File: src/rtl/adder_pkg.sv
// Shared types and constants for the nibble-serial adder sequencer.
// Package only: no logic, no latency, no flow control.
package adder_pkg;
    localparam int   NIBBLE_W = 4;
    localparam logic OP_ADD   = 1'b0;
    localparam logic OP_SUB   = 1'b1;

    typedef enum logic [1:0] {
        ST_IDLE = 2'd0,
        ST_RUN  = 2'd1,
        ST_DONE = 2'd2
    } state_t;
endpackage

File: src/rtl/nibble_serial_adder_ctrl_if.sv
// Request/response bundle between an operand source and the serial adder.
// Wires only; valid/ready on both the request and the result side.
interface nibble_serial_adder_ctrl_if #(
    parameter int WIDTH = 16
);
    logic             in_valid;
    logic             in_ready;
    logic [WIDTH-1:0] a;
    logic [WIDTH-1:0] b;
    logic             cin;
    logic             op;
    logic             out_valid;
    logic             out_ready;
    logic [WIDTH-1:0] sum;
    logic             cout;
    logic             overflow;
    logic             busy;

    modport master (
        output in_valid, a, b, cin, op, out_ready,
        input  in_ready, out_valid, sum, cout, overflow, busy
    );

    modport slave (
        input  in_valid, a, b, cin, op, out_ready,
        output in_ready, out_valid, sum, cout, overflow, busy
    );
endinterface

File: src/rtl/cla4_slice.sv
// 4-bit carry-lookahead adder slice, fully combinational.
// Zero latency; no flow control.
module cla4_slice (
    input  logic [3:0] a,
    input  logic [3:0] b,
    input  logic       cin,
    output logic [3:0] sum,
    output logic       cout
);
    logic [3:0] w_g;
    logic [3:0] w_p;
    logic [3:1] w_c;

    assign w_g = a & b;
    assign w_p = a ^ b;

    // Every carry is flattened to two levels so the slice has no ripple.
    assign w_c[1] = w_g[0] | (w_p[0] & cin);
    assign w_c[2] = w_g[1] | (w_p[1] & w_g[0]) | (w_p[1] & w_p[0] & cin);
    assign w_c[3] = w_g[2] | (w_p[2] & w_g[1]) | (w_p[2] & w_p[1] & w_g[0])
                  | (w_p[2] & w_p[1] & w_p[0] & cin);
    assign cout   = w_g[3] | (w_p[3] & w_g[2]) | (w_p[3] & w_p[2] & w_g[1])
                  | (w_p[3] & w_p[2] & w_p[1] & w_g[0])
                  | (w_p[3] & w_p[2] & w_p[1] & w_p[0] & cin);

    assign sum = w_p ^ {w_c[3], w_c[2], w_c[1], cin};
endmodule

File: src/rtl/nibble_serial_adder_ctrl.sv
// WIDTH-bit add/subtract sequenced over one 4-bit CLA slice, one nibble per cycle.
// Latency WIDTH/4 cycles accept-to-result; holds the result in DONE until out_ready.
module nibble_serial_adder_ctrl
    import adder_pkg::*;
#(
    parameter int WIDTH = 16
) (
    input  logic                       clk,
    input  logic                       rst_n,
    nibble_serial_adder_ctrl_if.slave  bus
);
    localparam int NIB   = WIDTH / NIBBLE_W;
    localparam int IDX_W = (NIB > 1) ? $clog2(NIB) : 1;

    state_t              r_state;
    logic [WIDTH-1:0]    r_a;
    logic [WIDTH-1:0]    r_b;
    logic [WIDTH-1:0]    r_sum;
    logic [IDX_W-1:0]    r_idx;
    logic                r_carry;
    logic                r_cout;
    logic                r_ovf;
    logic                r_out_valid;

    logic [NIBBLE_W-1:0] w_a_nib;
    logic [NIBBLE_W-1:0] w_b_nib;
    logic [NIBBLE_W-1:0] w_slice_sum;
    logic                w_slice_cout;
    logic                w_idle;
    logic                w_last;

    always_comb begin
        w_a_nib = '0;
        w_b_nib = '0;
        for (int k = 0; k < NIB; k++) begin
            if (r_idx == IDX_W'(k)) begin
                w_a_nib = r_a[k*NIBBLE_W +: NIBBLE_W];
                w_b_nib = r_b[k*NIBBLE_W +: NIBBLE_W];
            end
        end
    end

    cla4_slice u_slice (
        .a    (w_a_nib),
        .b    (w_b_nib),
        .cin  (r_carry),
        .sum  (w_slice_sum),
        .cout (w_slice_cout)
    );

    // The unused fourth state code behaves exactly like IDLE.
    assign w_idle = !((r_state == ST_RUN) || (r_state == ST_DONE));
    assign w_last = (r_idx == IDX_W'(NIB - 1));

    always_ff @(posedge clk or negedge rst_n) begin
        if (!rst_n) begin
            r_state     <= ST_IDLE;
            r_a         <= '0;
            r_b         <= '0;
            r_sum       <= '0;
            r_idx       <= '0;
            r_carry     <= 1'b0;
            r_cout      <= 1'b0;
            r_ovf       <= 1'b0;
            r_out_valid <= 1'b0;
        end else begin
            case (r_state)
                ST_RUN: begin
                    for (int k = 0; k < NIB; k++) begin
                        if (r_idx == IDX_W'(k))
                            r_sum[k*NIBBLE_W +: NIBBLE_W] <= w_slice_sum;
                    end
                    r_carry <= w_slice_cout;
                    if (w_last) begin
                        r_cout      <= w_slice_cout;
                        // r_b is already inverted for subtract, so one rule covers both ops.
                        r_ovf       <= (r_a[WIDTH-1] == r_b[WIDTH-1]) &&
                                       (w_slice_sum[NIBBLE_W-1] != r_a[WIDTH-1]);
                        r_out_valid <= 1'b1;
                        r_state     <= ST_DONE;
                    end else begin
                        r_idx <= r_idx + IDX_W'(1);
                    end
                end
                ST_DONE: begin
                    if (bus.out_ready) begin
                        r_out_valid <= 1'b0;
                        r_state     <= ST_IDLE;
                    end
                end
                default: begin
                    if (bus.in_valid) begin
                        r_a     <= bus.a;
                        r_b     <= (bus.op == OP_SUB) ? ~bus.b : bus.b;
                        r_carry <= (bus.op == OP_SUB) ? 1'b1 : bus.cin;
                        r_idx   <= '0;
                        r_sum   <= '0;
                        r_cout  <= 1'b0;
                        r_ovf   <= 1'b0;
                        r_state <= ST_RUN;
                    end else begin
                        r_state <= ST_IDLE;
                    end
                end
            endcase
        end
    end

    assign bus.in_ready  = w_idle;
    assign bus.busy      = !w_idle;
    assign bus.out_valid = r_out_valid;
    assign bus.sum       = r_sum;
    assign bus.cout      = r_cout;
    assign bus.overflow  = r_ovf;
endmodule

File: src/flat_wrapper.sv
// flat-port wrapper written by rule: the top's interface ports become plain ports
module nibble_serial_adder_ctrl_flat import adder_pkg::*;
#(
    parameter int WIDTH = 16
)
  (clk, rst_n, bus_in_valid, bus_a, bus_b, bus_cin, bus_op, bus_out_ready, bus_in_ready, bus_out_valid, bus_sum, bus_cout, bus_overflow, bus_busy);
  nibble_serial_adder_ctrl_if #(.WIDTH(WIDTH)) bus_i ();
  input  logic clk;
  input  logic rst_n;
  input wire logic [$bits(bus_i.in_valid)-1:0] bus_in_valid;
  input wire logic [$bits(bus_i.a)-1:0] bus_a;
  input wire logic [$bits(bus_i.b)-1:0] bus_b;
  input wire logic [$bits(bus_i.cin)-1:0] bus_cin;
  input wire logic [$bits(bus_i.op)-1:0] bus_op;
  input wire logic [$bits(bus_i.out_ready)-1:0] bus_out_ready;
  output wire logic [$bits(bus_i.in_ready)-1:0] bus_in_ready;
  output wire logic [$bits(bus_i.out_valid)-1:0] bus_out_valid;
  output wire logic [$bits(bus_i.sum)-1:0] bus_sum;
  output wire logic [$bits(bus_i.cout)-1:0] bus_cout;
  output wire logic [$bits(bus_i.overflow)-1:0] bus_overflow;
  output wire logic [$bits(bus_i.busy)-1:0] bus_busy;
  assign bus_i.in_valid = bus_in_valid;
  assign bus_i.a = bus_a;
  assign bus_i.b = bus_b;
  assign bus_i.cin = bus_cin;
  assign bus_i.op = bus_op;
  assign bus_i.out_ready = bus_out_ready;
  assign bus_in_ready = bus_i.in_ready;
  assign bus_out_valid = bus_i.out_valid;
  assign bus_sum = bus_i.sum;
  assign bus_cout = bus_i.cout;
  assign bus_overflow = bus_i.overflow;
  assign bus_busy = bus_i.busy;
  nibble_serial_adder_ctrl #(.WIDTH(WIDTH)) u_core (.clk(clk), .rst_n(rst_n), .bus(bus_i));
endmodule
File: config.mk
export PLATFORM = sky130hd
export DESIGN_NAME = nibble_serial_adder_ctrl_flat
export DESIGN_NICKNAME = d
export VERILOG_FILES = /design/src/rtl/adder_pkg.sv /design/src/rtl/nibble_serial_adder_ctrl_if.sv /design/src/rtl/cla4_slice.sv /design/src/rtl/nibble_serial_adder_ctrl.sv /design/src/flat_wrapper.sv
export SDC_FILE = /design/constraint.sdc
export NUM_CORES = 1
export LEC_CHECK = 0
export CAP_MARGIN = 10
export CORE_UTILIZATION = 40
export DETAILED_ROUTE_END_ITERATION = 8
export GPL_TIMING_DRIVEN = 0
export PLACE_DENSITY_LB_ADDON = 0.08
export SETUP_SLACK_MARGIN = 0.15
export SKIP_CTS_REPAIR_TIMING = 1
export SLEW_MARGIN = 5
export SYNTH_ARGS = -nofsm -noshare
export SYNTH_HDL_FRONTEND = slang
export SYNTH_SLANG_ARGS = --single-unit
File: constraint.sdc
create_clock -name clk -period 3.95 [get_ports clk]
set_input_delay 0.79 -clock clk [delete_from_list [all_inputs] [get_ports clk]]
set_output_delay 0.79 -clock clk [all_outputs]
set_load 0.1 [all_outputs]
==> run metrics <==
H-tree depth 2; share of cells above drive strength 1 9.86%; Post-Syn Area 2910 µm²; die area ~7600 µm²; slowest stage cell, crit path or3_1; Yosys cell types 32; Synth Instances around 290; Core Rows 30; Root Buffer clkbuf_8; final clock skew around 6.5 ps; Core ar. 6910 µm²; maximum VDD drop around 350 µV; Yosys top cell area share slightly below 50%; Hold Path Class in -> async; Overflow after GRT 0; max cap viols 0; CP Launch Type flip-flop; sequential-to-total area share from yosys stat between 40% and 50%; cell chain of the critical path inv_1 -> ha_1 -> clkbuf_1 -> nor2b_1 -> clkbuf_1 -> a221oi_1 -> o31ai_1 -> ha_1 -> a21oi_1 -> nor2_1 -> or3_1 -> o21ai_0; post-synthesis register bit count between 50 and 60; Final nets 403; initial antenna violation count 0; CTS buffer count 5; Area contributors post-synth dfrtp_1, o21ai_0, mux2_2, xnor2_1, nand2_1; final wirelength between 6 and 7 mm; largest net degree at the start of global routing 30; DIE HEIGHT ~87 µm; wire per inst about 15 µm; clk slew on worst S/H paths ~100 ps; Leakage 1.53 nW; Antenna Nets Post-Route 0; Synth Area per Inst 10.1 µm²; Layout area overhead 28.3%; first-pass GRT wire length 11.1 mm; Syn Nets between 300 and 400; worst-path maximum fanout 7; CTS Buffer Depth 2; slowest stage delay, CP ~450 ps; drt first-iter violations 103; io pins 59; clk sinks 56; fillers between 600 and 700; CP Data Arrival Time 3750 ps; Via Count 2,280; die width 87.3 µm; max-slew violation count 0; Global Route Usage Sum about a fifth; TritonCTS clock tree yes; Port Buffers 57; most frequent cells in the layout clkdlybuf4s50_1, dfrtp_1, o21ai_0; RSZ-0062 raised after global routing no; PD cells between 900 and 1000 nW/µm²; Clk Latency, worst-skew pair about 310 ps; Initial Util a little over two fifths; vias in the first global route 2,221; Final setup viols 0; via/cell ratio roughly 5; Worst Tran Pin Value approximately 970 ps; Hold Slack between 400 and 500 ps; post-synth top area cell dfrtp_1; crit end category flip-flop; fin crit share 89.1%; Setup TNS 0 ps; First-pass DRT Iterations 4; Ys Warns 0; CP Class reg -> reg; DRC viols 0; Period minus WS final 3520 ps; GPL Wtd Cong about 0.77; Critical Path RT 4180 ps; n_diodes 0; slew margin rel. a little over a third; Final Hold Fails 0; status finished clean; DP Wirelength 4.94 mm; Tot Pwr about 3.4 mW; Fmax achieved approximately 280 MHz; post-layout util 54.0%
[worst max-delay path, delay by kind of cell, from the launching register on]
family	cells	cell delay (ps)
AND/OR/NAND/NOR	3	750
AO/OA/AOI/OAI	4	960
flip-flops	1	440
adder cells (fa/ha/maj)	2	480
buffers and inverters	3	820
[metal layers]
metal  part of all wire [%]  wire length, µm  GRT usage (%)  vias to the layer above
met5                      0                0              0                        -
met3                    3.3              217           3.03                        9
li1                       -                -              -                     1138
met2                     46             3080           29.1                       44
met1                     49             3270           27.4                     1089
met4                    1.1               70           5.22                        0
[registers in the layout, indices dropped and copies added (netlist names)]
name / flops
u_core.bus.cout: 1
u_core.r_state: 2
u_core.bus.overflow: 1
u_core.bus.sum: 16
u_core.r_carry: 1
u_core.r_a: 16
u_core.r_idx: 2
u_core.bus.out_valid: 1
u_core.r_b: 16
[logic make-up after synthesis]
family | after synthesis | share of synthesized area, %
compound gates | 79 | 16.3
simple gates | 75 | 12.0
flops | 56 | 48.2
buf+inv | 26 | 4.04
mux | 25 | 9.29
xor+xnor | 17 | 5.12
fa+ha+maj | 11 | 4.99
[final timing paths]
check / startpoint / endpoint / slack [ps] / depth (start not counted)
setup reg to reg: u_core.r_idx[0] / u_core.bus.sum[11] / 430 / 12
setup / recovery: u_core.r_idx[0] / u_core.bus.sum[11] / 430 / 12
hold reg to reg: u_core.r_b[14] / u_core.r_b[14] / 490 / 2
min in group clk: u_core.r_b[14] / u_core.r_b[14] / 490 / 2
max in group asynchronous: rst_n / u_core.r_b[12] / 2880 / 2
hold / removal: rst_n / u_core.bus.sum[3] / 490 / 1
[through the flow]
step	worst slack, ps	cells	instance area, µm²
CTS	409	451	3720
detailed placement	482	443	3610
finish	432	451	3730
global route	173	451	3730
global placement	275	442	3600
floorplan	1050	289	2910
[cells in the mapped netlist]
cell and number:
a211oi_1 1, a21oi_1 6, a221oi_1 7, a22oi_1 1, and2_1 1, buf_1 1, buf_2 4, buf_6 2
clkbuf_1 12, dfrtp_1 56, fa_1 1, ha_1 10, inv_1 7, mux2_2 16, mux2i_1 9, nand2_1 38
nand3_1 5, nand3b_1 1, nand3b_4 1, nor2_1 12, nor2b_1 10, nor3_1 3, nor4_1 1, o21a_1 1
o21ai_0 45, o21ba_2 1, o21bai_1 1, o22ai_1 2, o31ai_1 14, or3_1 2, or4_1 1, xnor2_1 17
[power by group]
part           switching [mW]  internal, mW  total (mW)
clock network           0.193         0.188       0.381
logic                    1.35         0.727        2.08
registers               0.148         0.809       0.958
[final cells by class]
| cell class | count | area [µm²] | area share (%) |
|---|---|---|---|
| Sequential cell | 56 | 1400 | 37.6 |
| Tap cell | 96 | 120 | 3.22 |
| Buffer | 19 | 91.3 | 2.45 |
| Clock inverter | 3 | 42.5 | 1.14 |
| Multi-Input combinational cell | 207 | 1390 | 37.4 |
| Timing Repair Buffer | 58 | 586 | 15.7 |
| Clock buffer | 5 | 68.8 | 1.85 |
| Inverter | 7 | 26.3 | 0.704 |
No activity file was read; power rests on OpenSTA's default activity.
